--- config.mk ---
export PLATFORM = sky130hd
export DESIGN_NAME = game_sequencer
export DESIGN_NICKNAME = d
export VERILOG_FILES = /design/src/rtl/game_pkg.sv /design/src/rtl/game_sequencer_paddle_ctrl.sv /design/src/rtl/game_sequencer.sv
export SDC_FILE = /design/constraint.sdc
export NUM_CORES = 1
export LEC_CHECK = 0
export CORE_ASPECT_RATIO = 0.7
export CORE_MARGIN = 2
export CORE_UTILIZATION = 55
export DETAILED_ROUTE_END_ITERATION = 7
export PLACE_DENSITY = 0.88
export SLEW_MARGIN = 20
export SYNTH_ARGS = -nofsm -noshare
export SYNTH_HDL_FRONTEND = slang
export SYNTH_SLANG_ARGS = --single-unit
export TNS_END_PERCENT = 20
--- constraint.sdc ---
create_clock -name clk -period 6.8 [get_ports clk]
set_clock_uncertainty 0.2 [all_clocks]
set_input_delay 1.7 -clock clk [delete_from_list [all_inputs] [get_ports clk]]
set_output_delay 1.7 -clock clk [all_outputs]
set_load 0.02 [all_outputs]
--- src/rtl/game_pkg.sv ---
// Shared definitions for the quidditch game controller: state encoding and
// field geometry in renderer pixel coordinates.
package game_pkg;

    typedef enum logic [1:0] {
        ST_IDLE  = 2'd0,
        ST_PLAY  = 2'd1,
        ST_SCORE = 2'd2,
        ST_OVER  = 2'd3
    } game_state_t;

    localparam int H_ACT_MIN = 144;
    localparam int H_ACT_MAX = 783;
    localparam int V_ACT_MIN = 35;
    localparam int V_ACT_MAX = 514;

    localparam int PLAYER1_X = 300;
    localparam int PLAYER2_X = 600;
    localparam int CENTER_X  = 463;
    localparam int CENTER_Y  = 275;

    localparam logic [9:0] PLAYER_RST_POS = 10'd275;

endpackage

--- src/rtl/game_sequencer_paddle_ctrl.sv ---
// Player position register: moves by a fixed step per frame while one button
// is held and clamps the disc so it stays fully inside the field.
module paddle_ctrl
    import game_pkg::*;
#(
    parameter int PLAYER_RADIUS = 25,
    parameter int PLAYER_SPEED  = 4
) (
    input  logic       clk,
    input  logic       rst_n,
    input  logic       tick,
    input  logic       en,
    input  logic       up,
    input  logic       dn,
    output logic [9:0] pos
);

    localparam logic signed [10:0] POS_MIN = 11'(V_ACT_MIN + PLAYER_RADIUS);
    localparam logic signed [10:0] POS_MAX = 11'(V_ACT_MAX - PLAYER_RADIUS);
    localparam logic signed [10:0] STEP    = 11'(PLAYER_SPEED);

    function automatic logic [9:0] clamp_pos(input logic signed [10:0] v);
        if (v < POS_MIN)
            return POS_MIN[9:0];
        else if (v > POS_MAX)
            return POS_MAX[9:0];
        else
            return v[9:0];
    endfunction

    logic signed [10:0] pos_s;
    logic signed [10:0] pos_nxt;

    always_comb begin
        pos_s   = $signed({1'b0, pos});
        pos_nxt = pos_s;
        if (up && !dn)
            pos_nxt = pos_s - STEP;
        else if (dn && !up)
            pos_nxt = pos_s + STEP;
    end

    always_ff @(posedge clk) begin
        if (!rst_n)
            pos <= PLAYER_RST_POS;
        else if (tick && en)
            pos <= clamp_pos(pos_nxt);
    end

endmodule

--- src/rtl/game_sequencer.sv ---
// Frame-synchronous quidditch controller: one game update per display frame,
// covering player motion, ball stepping and bouncing, goals and match flow.
module game_sequencer
    import game_pkg::*;
#(
    parameter int PLAYER_RADIUS     = 25,
    parameter int BALL_RADIUS       = 5,
    parameter int PLAYER_SPEED      = 4,
    parameter int BALL_SPEED        = 2,
    parameter int SCORE_HOLD_FRAMES = 60,
    parameter int WIN_SCORE         = 7
) (
    input  logic       clk,
    input  logic       rst_n,
    input  logic [9:0] x,
    input  logic [9:0] y,
    input  logic       btn_t1_up,
    input  logic       btn_t1_dn,
    input  logic       btn_t2_up,
    input  logic       btn_t2_dn,
    input  logic       btn_start,
    output logic [9:0] team1_ver_pos,
    output logic [9:0] team2_ver_pos,
    output logic [9:0] ball_x,
    output logic [9:0] ball_y,
    output logic [3:0] score1,
    output logic [3:0] score2,
    output logic [1:0] game_state,
    output logic       frame_tick
);

    localparam logic signed [10:0] Y_MIN  = 11'(V_ACT_MIN + BALL_RADIUS);
    localparam logic signed [10:0] Y_MAX  = 11'(V_ACT_MAX - BALL_RADIUS);
    localparam logic signed [10:0] X_MIN  = 11'(H_ACT_MIN + BALL_RADIUS);
    localparam logic signed [10:0] X_MAX  = 11'(H_ACT_MAX - BALL_RADIUS);
    localparam logic signed [10:0] HIT1_X = 11'(PLAYER1_X + PLAYER_RADIUS + BALL_RADIUS);
    localparam logic signed [10:0] HIT2_X = 11'(PLAYER2_X - PLAYER_RADIUS - BALL_RADIUS);
    localparam logic signed [10:0] REACH  = 11'(PLAYER_RADIUS + BALL_RADIUS);
    localparam logic signed [10:0] STEP   = 11'(BALL_SPEED);
    localparam logic [9:0]         CX     = 10'(CENTER_X);
    localparam logic [9:0]         CY     = 10'(CENTER_Y);
    localparam logic [7:0]         HOLD   = 8'(SCORE_HOLD_FRAMES);
    localparam logic [3:0]         WIN    = 4'(WIN_SCORE);

    function automatic logic [3:0] sat_inc(input logic [3:0] s);
        return (s == 4'hF) ? s : s + 4'd1;
    endfunction

    function automatic logic signed [10:0] abs11(input logic signed [10:0] v);
        return (v < 0) ? -v : v;
    endfunction

    game_state_t state, state_nxt;
    logic        origin_p0;
    logic        at_origin;
    logic        vx_pos, vx_nxt;
    logic        vy_pos, vy_nxt;
    logic        serve_pos, serve_nxt;
    logic [7:0]  hold_cnt, hold_nxt;
    logic [9:0]  bx_nxt, by_nxt;
    logic [3:0]  s1_nxt, s2_nxt;
    logic        restart;
    logic        paddle_rst_n;
    logic        paddle_en;

    logic signed [10:0] bx_s, by_s, nx, ny, t1_s, t2_s;
    logic               hit1, hit2, goal1, goal2;

    // Origin edge detect -> registered frame_tick
    assign at_origin = (x == 10'd0) && (y == 10'd0);

    always_ff @(posedge clk) begin
        if (!rst_n) begin
            origin_p0  <= 1'b1;
            frame_tick <= 1'b0;
        end else begin
            origin_p0  <= at_origin;
            frame_tick <= at_origin && !origin_p0;
        end
    end

    // Players
    assign paddle_en    = (state != ST_OVER);
    assign paddle_rst_n = rst_n && !(frame_tick && restart);

    paddle_ctrl #(
        .PLAYER_RADIUS(PLAYER_RADIUS),
        .PLAYER_SPEED (PLAYER_SPEED)
    ) u_paddle1 (
        .clk  (clk),
        .rst_n(paddle_rst_n),
        .tick (frame_tick),
        .en   (paddle_en),
        .up   (btn_t1_up),
        .dn   (btn_t1_dn),
        .pos  (team1_ver_pos)
    );

    paddle_ctrl #(
        .PLAYER_RADIUS(PLAYER_RADIUS),
        .PLAYER_SPEED (PLAYER_SPEED)
    ) u_paddle2 (
        .clk  (clk),
        .rst_n(paddle_rst_n),
        .tick (frame_tick),
        .en   (paddle_en),
        .up   (btn_t2_up),
        .dn   (btn_t2_dn),
        .pos  (team2_ver_pos)
    );

    // Ball step candidates and collision tests, all from pre-tick values
    assign bx_s = $signed({1'b0, ball_x});
    assign by_s = $signed({1'b0, ball_y});
    assign t1_s = $signed({1'b0, team1_ver_pos});
    assign t2_s = $signed({1'b0, team2_ver_pos});
    assign nx   = bx_s + (vx_pos ? STEP : -STEP);
    assign ny   = by_s + (vy_pos ? STEP : -STEP);

    assign hit1  = !vx_pos && (bx_s > HIT1_X) && (nx <= HIT1_X)
                   && (abs11(by_s - t1_s) <= REACH);
    assign hit2  = vx_pos && (bx_s < HIT2_X) && (nx >= HIT2_X)
                   && (abs11(by_s - t2_s) <= REACH);
    assign goal2 = (nx <= X_MIN);
    assign goal1 = (nx >= X_MAX);

    // Next-state and next-value logic
    always_comb begin
        state_nxt = state;
        bx_nxt    = ball_x;
        by_nxt    = ball_y;
        vx_nxt    = vx_pos;
        vy_nxt    = vy_pos;
        serve_nxt = serve_pos;
        hold_nxt  = hold_cnt;
        s1_nxt    = score1;
        s2_nxt    = score2;
        restart   = 1'b0;

        case (state)
            ST_IDLE: begin
                bx_nxt = CX;
                by_nxt = CY;
                if (btn_start) begin
                    state_nxt = ST_PLAY;
                    vx_nxt    = serve_pos;
                    vy_nxt    = 1'b1;
                end
            end

            ST_PLAY: begin
                if (ny <= Y_MIN) begin
                    by_nxt = Y_MIN[9:0];
                    vy_nxt = 1'b1;
                end else if (ny >= Y_MAX) begin
                    by_nxt = Y_MAX[9:0];
                    vy_nxt = 1'b0;
                end else begin
                    by_nxt = ny[9:0];
                end

                if (hit1) begin
                    bx_nxt = HIT1_X[9:0];
                    vx_nxt = 1'b1;
                end else if (hit2) begin
                    bx_nxt = HIT2_X[9:0];
                    vx_nxt = 1'b0;
                end else if (goal2 || goal1) begin
                    // Serve next rally toward whoever conceded
                    if (goal2)
                        s2_nxt = sat_inc(score2);
                    else
                        s1_nxt = sat_inc(score1);
                    serve_nxt = goal1;
                    bx_nxt    = CX;
                    by_nxt    = CY;
                    hold_nxt  = HOLD;
                    state_nxt = ST_SCORE;
                end else begin
                    bx_nxt = nx[9:0];
                end
            end

            ST_SCORE: begin
                if (hold_cnt <= 8'd1) begin
                    hold_nxt = 8'd0;
                    if ((score1 >= WIN) || (score2 >= WIN)) begin
                        state_nxt = ST_OVER;
                    end else begin
                        state_nxt = ST_PLAY;
                        vx_nxt    = serve_pos;
                        vy_nxt    = 1'b1;
                    end
                end else begin
                    hold_nxt = hold_cnt - 8'd1;
                end
            end

            ST_OVER: begin
                if (btn_start) begin
                    s1_nxt    = 4'd0;
                    s2_nxt    = 4'd0;
                    restart   = 1'b1;
                    state_nxt = ST_IDLE;
                end
            end

            default: state_nxt = ST_IDLE;
        endcase
    end

    // Game registers, updated once per frame
    always_ff @(posedge clk) begin
        if (!rst_n) begin
            state     <= ST_IDLE;
            ball_x    <= CX;
            ball_y    <= CY;
            vx_pos    <= 1'b1;
            vy_pos    <= 1'b1;
            serve_pos <= 1'b1;
            hold_cnt  <= 8'd0;
            score1    <= 4'd0;
            score2    <= 4'd0;
        end else if (frame_tick) begin
            state     <= state_nxt;
            ball_x    <= bx_nxt;
            ball_y    <= by_nxt;
            vx_pos    <= vx_nxt;
            vy_pos    <= vy_nxt;
            serve_pos <= serve_nxt;
            hold_cnt  <= hold_nxt;
            score1    <= s1_nxt;
            score2    <= s2_nxt;
        end
    end

    assign game_state = state;

endmodule

==> Word-level counts from Yosys, hierarchy flattened <==
Index checks and enable logic that the tools add are counted.
{ "totals": {"regBits": 63, "latchBits": 0, "ramBits": 0, "romBits": 0, "inputBits": 27, "word_cells": 167, "memories": 0} }
{ "op_classes": {"add_sub_neg": 13, "multipliers": 0, "div_mod_pow": 0, "magnitude_cmp": 19, "eq_ne": 19, "n_shift": 0, "mux": 62, "n_bitwise": 2, "reduce_logical": 39} }
{ "op_table": {"columns": ["cell", "n"], "rows": [
  ["two-way mux 10 bit", 12],
  ["two-way mux 11 bit", 8],
  ["two-way mux 4 bit", 11],
  ["one-hot mux 10 bit (2 select lines)", 2],
  ["two-way mux 8 bit", 4],
  ["!= test 2 bit, second input constant", 12],
  ["adder 10 x 3 -> 11 bit, second input constant", 2],
  ["adder 11 bit", 2],
  ["greater-or-equal comparator 11 bit, second input constant", 2],
  ["greater-than comparator 11 x 10 -> 1 bit, second input constant", 2],
  ["<= comparator 11 x 6 -> 1 bit, second input constant", 2],
  ["< comparator 11 x 1 -> 1 bit, second input constant", 2],
  ["< comparator 11 x 7 -> 1 bit, second input constant", 2],
  ["negator 11 bit", 2],
  ["subtractor 10 x 10 -> 11 bit", 2],
  ["subtractor 10 x 3 -> 11 bit, second input constant", 2],
  ["zero test 10 bit", 2],
  ["one-hot mux 4 bit (2 select lines)", 2],
  ["one-hot mux 8 bit (2 select lines)", 1],
  ["AND reduction 8 bit", 2],
  ["logical AND 1 bit", 15],
  ["two-way mux 2 bit", 7],
  ["two-way mux 1 bit", 12],
  ["AND reduction 6 bit", 2],
  ["other kinds (25)", 42]
]} }

==> Depth between registers and ports, before layout <==
Gate-level depths: netlist of the first run.
{ "depth": {"word_depth": 9, "ltp_mapped": 17, "depth_no_buf": 15} }

==> Modules after synthesis <==
From an unflattened synthesis of the first run, not the netlist that was laid out.
{ "unflattened": {"cells_unflattened": 792, "area_unflattened_um2": 6134.6} }
{ "by_module_without_submodules": {"columns": ["mod", "n_inst", "cells_per_inst", "area_per_inst_um2"], "rows": [
  ["game_sequencer", 1, 598, 4538.1],
  ["paddle_ctrl", 2, 97, 798.3]
]} }

==> Least setup slack after synthesis of the first run <==
Ideal clock, no wire load.
{ "synth_path": {"path_kind": "register to register", "from": "register ball_y[0]", "to": "register hold_cnt[1]", "setup_ns": 0.072, "t_arrival_ns": 3.588, "t_required_ns": 6.528, "path_slack_ns": 2.940, "stages_incl_launch_ff": 16, "n_path_buf": 0, "period_less_slack_ns": 3.860, "cell_sequence": "dfxtp_1 inv_1 ha_1 inv_1 fa_1 a21o_1 a21oi_2 xor2_2 and4_1 mux2i_1 a32oi_1 a211o_1 a2111o_1 and4_4 a21oi_4 mux2i_1"} }
{ "synth_via": {"elab_chain_len": 7, "elab_cells_between_ends": 15, "classes_between": "add/sub (4); order compare (4); eq/ne (2); mux (2); reduce/logical (3)"} }
{ "synth_lines": {"columns": ["item", "line_no", "text"], "rows": [
  ["start: declaration", "game_sequencer.sv:25", "output logic [9:0] ball_y,"],
  ["start signal: assignment", "game_sequencer.sv:227", "ball_y <= by_nxt;"],
  ["subtractor 10 x 10 -> 11 bit (on tied branches)", "game_sequencer.sv:123, game_sequencer.sv:121", null],
  ["negator 11 bit / < comparator 11 x 1 -> 1 bit (equally long branches)", "game_sequencer.sv:50", "return (v < 0) ? -v : v;"],
  ["two-way mux 11 bit", "game_sequencer.sv:50", null],
  ["<= comparator 11 x 6 -> 1 bit (on tied branches)", "game_sequencer.sv:123, game_sequencer.sv:121", null],
  ["logical AND 1 bit (on tied branches)", "game_sequencer.sv:123, game_sequencer.sv:121", null],
  ["!= test 2 bit (no source line)", null, null],
  ["AND reduction 5 bit (no source line) (*)", null, null],
  ["end signal: assignment", "game_sequencer.sv:231", "hold_cnt <= hold_nxt;"],
  ["end: declaration", "game_sequencer.sv:59", "logic [7:0] hold_cnt, hold_nxt;"]
]} }
Every way passes the cells marked *; elsewhere a longest branch is shown, timed or not.
A chain may end at the register's enable or synchronous reset.

==> Worst setup path in the final report of the first run <==
{ "layout_path": {"from": "register vx_pos", "to": "register score1[3]"} }
{ "layout_via": {"elab_chain_len": 7, "elab_cells_between_ends": 19, "classes_between": "add/sub (1); order compare (4); eq/ne (4); mux (1); reduce/logical (9)"} }
{ "layout_lines": {"columns": ["item", "line_no", "text"], "rows": [
  ["start: declaration", "game_sequencer.sv:56", "logic vx_pos, vx_nxt;"],
  ["start signal: assignment", "game_sequencer.sv:228", "vx_pos <= vx_nxt;"],
  ["two-way mux 11 bit", "game_sequencer.sv:117", "assign nx = bx_s + (vx_pos ? STEP : -STEP);"],
  ["adder 11 bit", "game_sequencer.sv:117", null],
  ["greater-or-equal comparator 11 bit / <= comparator 11 x 10 -> 1 bit (equally long branches)", "game_sequencer.sv:122, game_sequencer.sv:120", null],
  ["logical AND 1 bit (on tied branches)", "game_sequencer.sv:122, game_sequencer.sv:120", null],
  ["logical AND 1 bit (on tied branches)", "game_sequencer.sv:123, game_sequencer.sv:121", null],
  ["!= test 2 bit (no source line)", null, null],
  ["AND reduction 8 bit (no source line) (*)", null, null],
  ["end signal: assignment", "game_sequencer.sv:232", "score1 <= s1_nxt;"],
  ["end: declaration", "game_sequencer.sv:26", "output logic [3:0] score1,"]
]} }
Marks and branches as above.

==> results of run 1 <==
==> cells by family after synthesis <==
logic type	after synthesis	synth area share
muxes	4	0.006348
DFF	63	0.2000
xor gates and xnor gates	44	0.06348
AOI/OAI and AO/OA	292	0.3158
and+or+nand+nor	310	0.2490
adders and majority gates	55	0.1135
buffers and inverters	81	0.05197
==> sequential cells by signal, summed over array words and instances (netlist names), 2 cells and up <==
| register | count |
|---|---|
| score1 | 4 |
| score2 | 4 |
| ball_x | 10 |
| ball_y | 10 |
| hold_cnt | 8 |
| game_state | 2 |
| u_paddle1.pos | 10 |
| u_paddle2.pos | 10 |
==> power groups by stage <==
stage	logic [mW]	registers, mW	clock network, mW
floorplan	0.0159	0.378	0
global placement	0.0352	0.378	0
detailed placement	0.0356	0.378	0
CTS	0.0359	0.370	0.441
global route	0.0395	0.370	0.457
finish	0.0364	0.370	0.444
==> stage by stage <==
| step | std cells | util | power [mW] | area, um2 |
|---|---|---|---|---|
| after floorplan | 849 | - | 0.3935 | 6307 |
| after global placement | 1048 | 0.6428 | 0.4128 | 7129 |
| after detailed placement | 1048 | 0.6428 | 0.4132 | 7129 |
| after CTS | 1063 | 0.6680 | 0.8465 | 7408 |
| after global routing | 1063 | 0.6680 | 0.8662 | 7408 |
| final | 1063 | 0.6680 | 0.8500 | 7408 |
==> final timing paths <==
check                           slack, ps  cells after the start          to  startpoint
worst max-delay path                 2290                     13   score1[3]      vx_pos
worst min-delay path                  200                      1  frame_tick   origin_p0
worst max register to register       2290                     13   score1[3]      vx_pos
worst min register to register        200                      1  frame_tick   origin_p0
==> worst reg2reg max path: stages (launching register included) <==
cell and delay [ps]:
dfxtp_1 460, inv_1 280, ha_1 450, a211oi_1 340, o21a_1 180, or2_1 110
nor2b_1 170, xor2_1 350, a31oi_1 310, nand2_1 440, and3_1 290, nand3_2 180
or4_1 510, a21oi_1 150
==> cells in the final DEF (no fill, tap or decap), types with 34 or more instances in the layout <==
cell type         n
clkdlybuf4s50_1  77
xnor2_1          35
o21ai_0          59
nand2_1          72
nor3_1           34
ha_1             50
dfxtp_1          63
nor2_1           76
a21oi_1          70
inv_1            50
==> metal layers <==
layer | wire [um] | track usage | up-vias
li1 | - | - | 3288
met1 | 8570 | 0.4150 | 3051
met2 | 7242 | 0.4227 | 287
met3 | 1445 | 0.05745 | 32
met4 | 280 | 0.07337 | 0
met5 | 0 | 0 | -
==> final cells by class <==
type | count | area (um2) | area share
Inverter | 50 | 187.7 | 0.02533
Multi-Input combinational cell | 705 | 4718 | 0.6369
Clock inverter | 5 | 50.05 | 0.006756
Clock buffer | 10 | 229.0 | 0.03091
Timing Repair Buffer | 77 | 770.7 | 0.1040
Tap cell | 153 | 191.4 | 0.02584
Sequential cell | 63 | 1261 | 0.1702
==> results.ini, run 1 <==
[yosys]
ys_ff_latch=63
synth.area.top_cells=dfxtp_1, ha_1, a21oi_1, xnor2_1, o21ai_0
syn_area_mm2=0.006307
synth_most_common_cell=nor2_1
yosys_warnings=0
syn_inst=849
yosys.area.top_type=dfxtp_1
ys_types=90
dominantRegCellSynth=dfxtp_1
avgSynthCellArea_um2=7.429
synth_edf_count=0
synth_top_area_share=0.2000
ys_seq_area_frac=0.2000
async_flop_share=0
synthesis.nets=930
synth_common_cells=nor2_1, nand2_1, a21oi_1

[pwr]
seqPwrFrac=0.435
intPower_mw=0.6668
pwr-share-comb=0.043
clkPwrFrac=0.522
power.switching_mw=0.1833
switching_share=0.2156
powerDensity_mw_per_mm2=114.7
peakVddDrop_mv=0.1192
p_leak_nw=2.972

[die]
die_w_um=132.0
core-area_mm2=0.01109
die_area_mm2=0.01235
initial_utilization=0.5687
dieHeight_um=93.60
rows=32
pin_count=78

[setup_path]
setup.worst_path.class=flip-flop to flip-flop
max_stage_delay_ps=510
cp-end-kind=flip-flop
slowest_stage=or4_1
crit_arrival_ps=4570
path_cells=inv_1 > ha_1 > a211oi_1 > o21a_1 > or2_1 > nor2b_1 > xor2_1 > a31oi_1 > nand2_1 > and3_1 > nand3_2 > or4_1 > a21oi_1
startpoint_type=flip-flop
cp_max_fo=12
cp.required_ps=6860
path_buf_inv=1
path_delay_family=simple AND/OR/NAND/NOR gates

[detailed_routing]
drt_first_pass_iters=5
drt_iter0_drc=676
via_count=6658
wl_per_cell_um=16.50
postRouteAntennaNets=0
via_per_inst=6.263
drc=0
drt-total-wl_mm=17.54

[cells_and_area]
nFillCells=931
antenna_cells=0
layout-drive-gt1-share=0.04066
syn2layout_area_growth_pct=17.46
fin_nets=987

[placement]
dp_hpwl_mm=13.04
port_buffers=77
dpl_worst_slack_ps=2033
place.gp.congestion=0.9478

[sta]
rsz0062_at_grt=false
fin_ws_ps=2294
hold_viol=0
timing.hold.ws_ps=196.2
max_slew.worst_pin.slew_ps=730.4
min_period_ps=4506
finalSetupViolCount=0
post-route-period-util=0.6626
setup_tns_ps=0
final-max-slew-violation-count=0
fmax_mhz=221.9
relSlewSlack=0.5131

[run]
maxCapViolations=0

[clock_tree]
cts-htree-levels=3
cts_tree=done
clk_pin_slew_ps=50
insertion_delay_ps=340
post-cts-setup-buffers=0
clock-sinks=63
holdBufCountCts=0
cts-resized-gates=0
cts-buffers-inserted=9
cts.path.max_buffers=2
root_buffer=clkbuf_16

[global_routing]
antenna_found_initial=0
grt_remaining_overflow=0
track_usage=0.2838
grt_pass1_vias=5928
grt_pass1_wl_mm=28.86
grt_max_degree=24

[hold_path]
hold_class=flip-flop to flip-flop

[status]
outcome=finished clean

No activity file was read; power rests on OpenSTA's default activity.
==> run 2, diff against run 1 <==
Clock period 6.8 ns to 4.4 ns, I/O delays scaled along.
==> run 2 against run 1 <==
  * Non-clock buffer count grew 24
  * Register-to-register slack lost 2100 ps
  * Final cell count grew 2.1%
  * Die area unchanged
  * Hold slack got worse by 4.1 ps
  * Core utilization increased by 2.3 points
  * Clock power rose by 49%
==> results.ini, run 2 (synthesis gave the netlist of run 1 again) <==
[detailed_routing]
postRouteAntennaNets=0  ; unchanged
drt-total-wl_mm=18.54  ; +5.7%
wl_per_cell_um=17.09  ; +3.6%
drt_iter0_drc=666  ; -1.5%
drc=0  ; unchanged
via_count=7020  ; +5.4%
via_per_inst=6.470  ; +3.3%
drt_first_pass_iters=5  ; unchanged

[setup_path]
cpMostUsedCell=o21ai_0
cp-end-kind=flip-flop
startpoint_type=flip-flop
cp.required_ps=4450  ; -2410 ps
max_stage_delay_ps=530  ; +20 ps
cp_max_fo=8  ; -4
path_cells=clkinvlp_4 > clkbuf_2 > ha_1 > o21ai_0 > o21a_1 > o21ai_0 > o211ai_1 > or2_0 > a211o_1 > nand2_1 > and3_1 > nand3_2 > or4_1 > a21oi_1
crit_arrival_ps=4300  ; -270 ps
slowest_stage=dfxtp_1
setup.worst_path.class=flip-flop to flip-flop

[sta]
max_slew.worst_pin.slew_ps=630.2  ; -100.2 ps
min_period_ps=4246  ; -259.1 ps
timing.hold.ws_ps=192.1  ; -4.123 ps
relSlewSlack=0.5746  ; +0.06148
fin_ws_ps=153.6  ; -2141 ps
post-route-period-util=0.9651  ; +0.3025
fmax_mhz=235.5  ; +6.1%
hold_viol=0  ; unchanged
final-max-slew-violation-count=0  ; unchanged
finalSetupViolCount=0  ; unchanged

[placement]
placed_cell_area_mm2=0.007264  ; +1.9%
dp_hpwl_mm=13.58  ; +4.2%
port_buffers=77  ; unchanged
dpl_worst_slack_ps=157.3  ; -1876 ps
place.gp.congestion=1.012  ; +6.8%

[clock_tree]
cts.path.max_buffers=2  ; unchanged
cts_tree=done
root_buffer=clkbuf_16
clk_pin_slew_ps=50  ; about the same
holdBufCountCts=0  ; unchanged
cts-htree-levels=3  ; unchanged
clock-sinks=63  ; unchanged
insertion_delay_ps=330  ; about the same
cts-buffers-inserted=9  ; unchanged

[run]
maxCapViolations=0  ; unchanged

[cells_and_area]
final_area_mm2=0.007666  ; +3.5%
syn2layout_area_growth_pct=21.54
fin_util=0.6912  ; +0.02324
fin_nets=1011  ; +2.4%
layout_common_cells=clkdlybuf4s50_1, nor2_1, nand2_1, a21oi_1, dfxtp_1
nFillCells=887  ; -4.7%
layout-drive-gt1-share=0.07511  ; +0.03445
layout_commonest_cell=clkdlybuf4s50_1
antenna_cells=0  ; unchanged

[global_routing]
grt_max_degree=24  ; unchanged
grt_pass1_vias=6015  ; +1.5%
grt_pass1_wl_mm=29.77  ; +3.1%
grt_remaining_overflow=0  ; unchanged
antenna_found_initial=0  ; unchanged
track_usage=0.2911  ; +0.007289

[die]
die_area_mm2=0.01235  ; unchanged
die_w_um=132.0  ; unchanged
initial_utilization=0.5687  ; unchanged
pin_count=78  ; unchanged
dieHeight_um=93.60  ; unchanged
rows=32  ; unchanged
core-area_mm2=0.01109  ; unchanged

[status]
outcome=finished clean

[pwr]
peakVddDrop_mv=0.2226  ; +87%
p_leak_nw=3.111  ; +4.7%
powerDensity_mw_per_mm2=168.5  ; +47%

[hold_path]
hold_class=flip-flop to flip-flop

[run 2: cell count changes in the layout (fill, tap and decap cells not counted), moves of 2 or more]
cell,change
xor2_2,+2
clkinv_2,-3
buf_4,+23
clkbuf_8,+3
a31oi_2,+3
xor2_1,-2
a31oi_1,-3
[run 2: worst paths after layout]
kind / slack, ps / cells past startpoint / to / startpoint
max: 150 / 14 / score1[3] / vx_pos
min reg2reg: 190 / 1 / frame_tick / origin_p0
max reg2reg: 150 / 14 / score1[3] / vx_pos
min: 190 / 1 / frame_tick / origin_p0
[run 2: power by group]
group          internal (mW)  switching [mW]  total (mW)
Sequential             0.572        0.000112       0.572
Clock                  0.416           0.245       0.661
Combinational         0.0308          0.0288      0.0596
[run 2: metal layers]
metal / GRT usage / vias to the layer above / routed length, um
met5: 0 / - / 0
met4: 0.07609 / 0 / 322
met3: 0.06667 / 41 / 1945
met2: 0.4323 / 404 / 7778
met1: 0.4217 / 3230 / 8492
li1: - / 3345 / -
[run 2: area by class of cell]
type                       count  area, um2  share of cell area
multi-input combinational    705       4802              0.6264
sequential                    63       1261              0.1645
tap                          153      191.4             0.02497
inverter                      50      191.4             0.02497
timing repair buffer         101      948.4              0.1237
clock buffer                  12      266.5             0.03476
clock inverter                 1      5.005           0.0006528
[run 2: critical path, delay by kind of cell, from the launching register on]
family	cells	cell delay [ps]
adder cells (fa/ha/maj)	1	390
AND/OR/NAND/NOR	5	1350
buffers and inverters	2	440
AO/OA/AOI/OAI	6	1250
flip-flops	1	530
[run 2: timing repair]
action	4_1_cts	5_1_grt
gates resized for setup	0	15
buffers inserted	0	6
setup endpoints to repair	0	28
[run 2: per-stage QoR]
stage          TNS [ps]  power, mW  cells
2_1_floorplan         0     0.6082    849
3_3_place_gp          0     0.6409   1066
3_5_place_dp          0     0.6417   1066
4_1_cts               0      1.291   1079
5_1_grt          -284.0      1.317   1085
6_report              0      1.292   1085
